`src/rtl/game_frame_ctrl.sv`:
```
// Frame-sequencing controller: per frame it strobes a datapath update, checks for
// game over, draws every object through the shared plotter, waits one frame period
// (freezable by pause), then erases every object and counts the completed frame.
//
// Ports:
//   clock        system clock, all logic on rising edge
//   reset        synchronous active-high reset
//   start        level start button (synchronised)
//   pause        level pause request, honoured only while waiting between frames
//   finish_game  datapath game-over flag, sampled only in CHECK
//   plot_done    one-cycle plotter completion pulse
//   update       one-cycle datapath update strobe
//   plot_req     plotter request for object obj_sel
//   draw         paint object colour (with plot_req)
//   erase        paint background (with plot_req)
//   obj_sel      index of the object being plotted
//   paused       frame counter was frozen by pause on the last edge
//   game_over    high in END
//   frames_done  completed-frame count, wraps
module game_frame_ctrl #(
    parameter int unsigned NUM_OBJ     = 4,
    parameter int unsigned OBJ_W       = 2,
    parameter int unsigned FRAME_TICKS = 833333,
    parameter int unsigned TICK_W      = 20,
    parameter int unsigned FCNT_W      = 16
) (
    input  logic              clock,
    input  logic              reset,
    input  logic              start,
    input  logic              pause,
    input  logic              finish_game,
    input  logic              plot_done,
    output logic              update,
    output logic              plot_req,
    output logic              draw,
    output logic              erase,
    output logic [OBJ_W-1:0]  obj_sel,
    output logic              paused,
    output logic              game_over,
    output logic [FCNT_W-1:0] frames_done
);

    localparam logic [OBJ_W-1:0]  LAST_OBJ  = OBJ_W'(NUM_OBJ - 1);
    localparam logic [TICK_W-1:0] LAST_TICK = TICK_W'(FRAME_TICKS - 1);

    typedef enum logic [2:0] {
        S_IDLE   = 3'd0,
        S_ARM    = 3'd1,
        S_UPDATE = 3'd2,
        S_CHECK  = 3'd3,
        S_DRAW   = 3'd4,
        S_WAIT   = 3'd5,
        S_ERASE  = 3'd6,
        S_END    = 3'd7
    } state_t;

    state_t              state;
    state_t              state_nxt;
    logic [OBJ_W-1:0]    obj_nxt;
    logic [TICK_W-1:0]   tick;
    logic [TICK_W-1:0]   tick_nxt;
    logic [FCNT_W-1:0]   frames_nxt;
    logic                update_nxt;
    logic                plot_req_nxt;
    logic                draw_nxt;
    logic                erase_nxt;
    logic                paused_nxt;
    logic                game_over_nxt;

    // State, counters and registered outputs; reset wins over any same-cycle plot_done.
    always_ff @(posedge clock) begin
        if (reset) begin
            state       <= S_IDLE;
            obj_sel     <= '0;
            tick        <= '0;
            frames_done <= '0;
            update      <= 1'b0;
            plot_req    <= 1'b0;
            draw        <= 1'b0;
            erase       <= 1'b0;
            paused      <= 1'b0;
            game_over   <= 1'b0;
        end else begin
            state       <= state_nxt;
            obj_sel     <= obj_nxt;
            tick        <= tick_nxt;
            frames_done <= frames_nxt;
            update      <= update_nxt;
            plot_req    <= plot_req_nxt;
            draw        <= draw_nxt;
            erase       <= erase_nxt;
            paused      <= paused_nxt;
            game_over   <= game_over_nxt;
        end
    end

    // Next state and counters; outputs are decoded from the next state so the
    // registered copies line up with the state they belong to.
    always_comb begin
        state_nxt  = state;
        obj_nxt    = obj_sel;
        tick_nxt   = tick;
        frames_nxt = frames_done;
        paused_nxt = 1'b0;

        case (state)
            S_IDLE: begin
                if (start) state_nxt = S_ARM;
            end
            S_ARM: begin
                // wait for the button to be released before starting a frame
                if (!start) state_nxt = S_UPDATE;
            end
            S_UPDATE: begin
                state_nxt = S_CHECK;
            end
            S_CHECK: begin
                if (finish_game) begin
                    state_nxt = S_END;
                end else begin
                    state_nxt = S_DRAW;
                    obj_nxt   = '0;
                end
            end
            S_DRAW: begin
                if (plot_done) begin
                    if (obj_sel == LAST_OBJ) begin
                        obj_nxt   = '0;
                        tick_nxt  = '0;
                        state_nxt = S_WAIT;
                    end else begin
                        obj_nxt = obj_sel + OBJ_W'(1);
                    end
                end
            end
            S_WAIT: begin
                if (pause) begin
                    paused_nxt = 1'b1;
                end else if (tick == LAST_TICK) begin
                    state_nxt = S_ERASE;
                    obj_nxt   = '0;
                end else begin
                    tick_nxt = tick + TICK_W'(1);
                end
            end
            S_ERASE: begin
                if (plot_done) begin
                    if (obj_sel == LAST_OBJ) begin
                        obj_nxt    = '0;
                        frames_nxt = frames_done + FCNT_W'(1);
                        state_nxt  = S_UPDATE;
                    end else begin
                        obj_nxt = obj_sel + OBJ_W'(1);
                    end
                end
            end
            S_END: begin
                if (start) begin
                    state_nxt  = S_ARM;
                    frames_nxt = '0;
                    obj_nxt    = '0;
                end
            end
            default: begin
                state_nxt = S_IDLE;
            end
        endcase

        update_nxt    = (state_nxt == S_UPDATE);
        draw_nxt      = (state_nxt == S_DRAW);
        erase_nxt     = (state_nxt == S_ERASE);
        plot_req_nxt  = draw_nxt || erase_nxt;
        game_over_nxt = (state_nxt == S_END);
    end

endmodule

```
`config.mk`:
```
export PLATFORM = sky130hd
export DESIGN_NAME = game_frame_ctrl
export DESIGN_NICKNAME = d
export VERILOG_FILES = /design/src/rtl/game_frame_ctrl.sv
export SDC_FILE = /design/constraint.sdc
export NUM_CORES = 1
export LEC_CHECK = 0
export BUFFER_PORTS_ARGS = -buffer_cell sky130_fd_sc_hd__buf_4
export CAP_MARGIN = 15
export CORE_MARGIN = 2
export CORE_UTILIZATION = 45
export DETAILED_ROUTE_END_ITERATION = 8
export PLACE_DENSITY_LB_ADDON = 0.2
export SETUP_SLACK_MARGIN = 0.05
export SLEW_MARGIN = 5
export SYNTH_ARGS = -nofsm -noshare
export SYNTH_HDL_FRONTEND = slang
export SYNTH_SLANG_ARGS = --single-unit
export TNS_END_PERCENT = 10
```
`constraint.sdc`:
```
create_clock -name clock -period 2.4 [get_ports clock]
set_clock_uncertainty 0.05 [all_clocks]
set_input_delay 0.24 -clock clock [delete_from_list [all_inputs] [get_ports clock]]
set_output_delay 0.24 -clock clock [all_outputs]
set_load 0.03 [all_outputs]
```
# Word-level counts from Yosys, hierarchy flattened
# Index checks and enable logic that the tools add are counted.
# totals
reg_bits	47
in_bits	6
out_inout_bits	24
wordCells	75
# classes
add_sub_neg	3
eq_ne	23
muxes	27
n_bitwise	1
n_reduce_logical	11
# ops
cell	n
two-way mux 20 bit	4
two-way mux 16 bit	3
one-hot mux 20 bit (2 select lines)	1
one-hot mux 16 bit (2 select lines)	1
two-way mux 3 bit	8
== test 3 bit (second input constant)	7
one-hot mux 3 bit (7 select lines)	1
adder 20 x 1 -> 20 bit (second input constant)	1
== test 20 bit (second input constant)	1
inequality test 2 bit (second input constant)	9
adder 16 x 1 -> 16 bit (second input constant)	1
two-way mux 2 bit	7
== test 3 x 2 -> 1 bit (second input constant)	3
one-hot mux 2 bit (4 select lines)	1
AND reduction 6 bit	1
OR reduction 2 bit	3
AND reduction 5 bit	1
AND reduction 4 bit	1
nonzero test 2 bit	2
nonzero test 4 bit	1
== test 3 x 1 -> 1 bit (second input constant)	1
zero test 3 bit	1
adder 2 x 1 -> 2 bit (second input constant)	1
== test 2 bit (second input constant)	1
other kinds (4)	4

# Longest topological paths before layout
# logic_depth
word_depth	6
depth_mapped	7
mapped_depth_nobuf	7

# Worst setup path before layout
# Ideal clock, no wire load.
# synth_path
kind	reg-to-reg
from	reg obj_sel[0]
to	reg tick[13]
setup_time_ns	0.070
arrival_ns	2.104
required_ns	2.280
path_slack_ns	0.176
stages_incl_launch_ff	7
path_buffers	0
synth_period_minus_slack_ns	2.224
path_cell_list	dfxtp_1 ha_1 nand3b_1 a21o_1 a2111oi_1 or3b_1 a21oi_1
# synth_between
elab_chain_cells	3
# synth_lines
item	line_no	source
start, declared	37	output logic [OBJ_W-1:0] obj_sel,
start signal, assigned	85	obj_sel <= obj_nxt;
== test 2 bit	127	if (obj_sel == LAST_OBJ) begin
inequality test 2 bit (no source line)	--	
AND reduction 5 bit (no source line)	--	
end signal, assigned	86	tick <= tick_nxt;
end, declared	60	logic [TICK_W-1:0] tick;
# Every way passes these cells.
# A chain may end at the register's enable or synchronous reset.

# Final worst setup path
# layout_path
from	reg tick[0]
to	reg tick[13]
# layout_between
elab_chain_cells	4
word_cells_on_any_way	7
classes_between	add/sub: 1; eq/ne: 2; mux: 3; reduce/logical: 1
# layout_lines
item	line_no	source
adder 20 x 1 -> 20 bit	143	tick_nxt = tick + TICK_W'(1);
two-way mux 20 bit	139	end else if (tick == LAST_TICK) begin
two-way mux 20 bit	137	if (pause) begin
one-hot mux 20 bit (2 select lines)	106	case (state)
# Several ways; a longest one is shown, not always the timed one. The select of a mux whose other input is x is not followed.

==> reports/summary.txt <==
Status: finished, final reports clean
TNS Setup: 0 ns
Initial core utilization: 0.463
Ys async rst share: 0
Final non-filler cell total: 384
Yosys reg bits: 47
Top-level I/O count: 30
Drt first pass iters: 4
Number of enable flip-flop cells after synthesis: 0
Clock transition at path regs: 0.09 ns
Ys flop type: dfxtp_1
Most frequent cells in the layout: 47 x dfxtp_1, 37 x buf_4, 36 x nor2_1, 21 x a21oi_1, 19 x nand3_1
Unique masters post-synth: 51
Worst-path cell chain: inv_1 > ha_1 > or4bb_4 > nor3_1 > a2111oi_1 > or3b_1 > a21oi_1
Relative slew margins: 0.657
Largest area contributor in the netlist: dfxtp_1
Synth top area cells: dfxtp_1 40%, nor2_1 5.8%, xor2_1 5.6%
Final Worst Setup Slack: 0.211 ns
CP max stage delay: 0.56 ns
CP Capture Type: register
End-of-flow core utilization: 0.550
Core Region: 0.00507 mm2
Post-Syn Area: 0.00235 mm2
Drt wl/cell: 12.9 um
Final Critical Period: 2.19 ns
Sequential element share of the synthesized area: 0.400
Max-cap viol count: 0
CP Launch Type: register
CP max stage cell: a2111oi_1
Pwr Density: 533 mW/mm2
Final Max Tran Viols: 0
Max Fclk: 0.457 GHz
Crit-path max FO: 5
RSZ-0062 raised after global routing: false
Max IR drop VDD: 0.000289 V
First-pass GRT wire length: 8580 um
Synthesized Nets: 288
Pre-CTS WS: 0.250 ns
Pleak: 0.000995 uW
Vias per inst: 5.28
Ant. Diodes: 0
DRC Markers: 0
Post-Synthesis Cells: 278
P&R area growth vs syn: 18.8%
Post-synthesis average cell area: 8.45 um2
1st-iter DRT viols: 77
Total Die Area: 0.00582 mm2
Final Setup Violations: 0
Largest net degree at the start of global routing: 20
Total number of H-tree levels: 2
TritonCTS clock tree: yes
CTS Sinks: 47
Synth top area share: 0.400
Grt total ovfl: 0
Final Hold Fails: 0
Post-CTS sizing: 0
Worst Path Required: 2.58 ns
DRT antenna net count: 0
CP Class: reg2reg
YS warnings: 0
Share of post-route cells with drive strength above 1: 0.194
Initial antenna violation count: 0
# rows: 26
Commonest non-fill, non-tap cell in the layout: dfxtp_1
Worst skew pair latency: 0.30 ns
Maximum clock path buffer count: 2
Hold bufs inserted after CTS: 0
GP Congestion: 0.841
Root Buffer: clkbuf_8
Die width: 76.3 um
Class of the worst hold path: in2reg
Total CTS buffers: 5
WL final: 4970 um
Vias in the first global route: 1877
Setup bufs post-CTS: 0
Post-DP HPWL: 3690 um
I/O Buffers: 29
Global Route Usage Sum: 0.178
Vias: 2029
Final Cycle Share: 0.912
Worst path arrival time: 2.37 ns
Post-Place Cells: 376
NumNets Final: 323
Height of the die: 76.3 um
Least-Margin Pin Slew: 0.508 ns
synth_stat cells, types with 2 or more instances:
cell type / count
dfxtp_1: 47
nor2_1: 36
a21oi_1: 21
nand3_1: 19
nand2_1: 16
xor2_1: 15
nand4_1: 14
inv_1: 10
nor3_1: 10
xnor2_1: 8
clkbuf_1: 7
nand2b_1: 7
o21ai_0: 5
and3_1: 4
ha_1: 4
or3_1: 4
a21o_1: 3
and2_1: 3
o21ai_1: 3
a2111oi_2: 2
a211oi_1: 2
nand3b_1: 2
nor2b_1: 2
nor3_2: 2
nor3b_1: 2
o21ai_2: 2
or2_2: 2
or4_1: 2
or4bb_4: 2
cells by family (layout without fill, tap and decap cells):
logic type                 count (synthesis)  after routing  share of synthesized area
adders and majority gates                  4              4                     0.0213
buffers and inverters                     19             55                     0.0309
xor gates and xnor gates                  23             23                     0.0857
DFF                                       47             47                      0.400
AOI/OAI and AO/OA                         47             47                      0.132
and+or+nand+nor                          138            138                      0.330
worst max-delay path: cells and delay by family, from the launching register on:
family                     cells  cell delay (ns)
AOI/OAI and AO/OA              2             0.70
adders and majority gates      1             0.19
and+or+nand+nor                3             0.69
buffers and inverters          1             0.09
DFF                            1             0.40
report_power, final:
group          internal (uW)  leakage (uW)  switching, uW  total [uW]
sequential               788      0.000379           10.9         799
combinational           42.4      0.000558           66.5         109
clock                    310     0.0000581            271         581
total                   1140      0.000995            348        1490
path summary, 6_finish.rpt:
| path | start | end | slack (ns) | cells after the start |
|---|---|---|---|---|
| worst max-delay path | tick[0] | tick[13] | 0.21 | 7 |
| worst min-delay path | reset | frames_done[1] | 0.14 | 2 |
| worst max register to register | tick[0] | tick[13] | 0.21 | 7 |
| worst min register to register | tick[19] | tick[19] | 0.45 | 2 |
per-layer routing:
| metal | GRT usage | part of all wire |
|---|---|---|
| met5 | 0 | 0 |
| met4 | 0.0655 | 0.0076 |
| met3 | 0.0403 | 0.028 |
| met2 | 0.283 | 0.47 |
| met1 | 0.237 | 0.49 |
per-stage QoR:
step                      instance area, um2  hold slack, ns  power [uW]
final                                   2790           0.137        1490
after global routing                    2790           0.132        1560
after CTS                               2790           0.126        1510
after detailed placement                2680           0.435         926
after global placement                  2680           0.432         926
after floorplan                         2350           0.357         894
flip-flops by register name (all words and copies together) (netlist names):
| name | count |
|---|---|
| obj_sel | 2 |
| draw | 1 |
| paused | 1 |
| erase | 1 |
| frames_done | 16 |
| tick | 20 |
| state | 3 |
| plot_req | 1 |
| update | 1 |
| game_over | 1 |
cell type report:
cell class	count	area, um2
Clock inverter	3	43.8
Clock buffer	5	68.8
Multi-Input combinational cell	212	1340
Tap cell	70	87.6
Fill cell	491	2280
Timing Repair Buffer	37	278
Inverter	10	37.5
Sequential cell	47	941
Note: power is estimated with default switching activity, not from simulation.
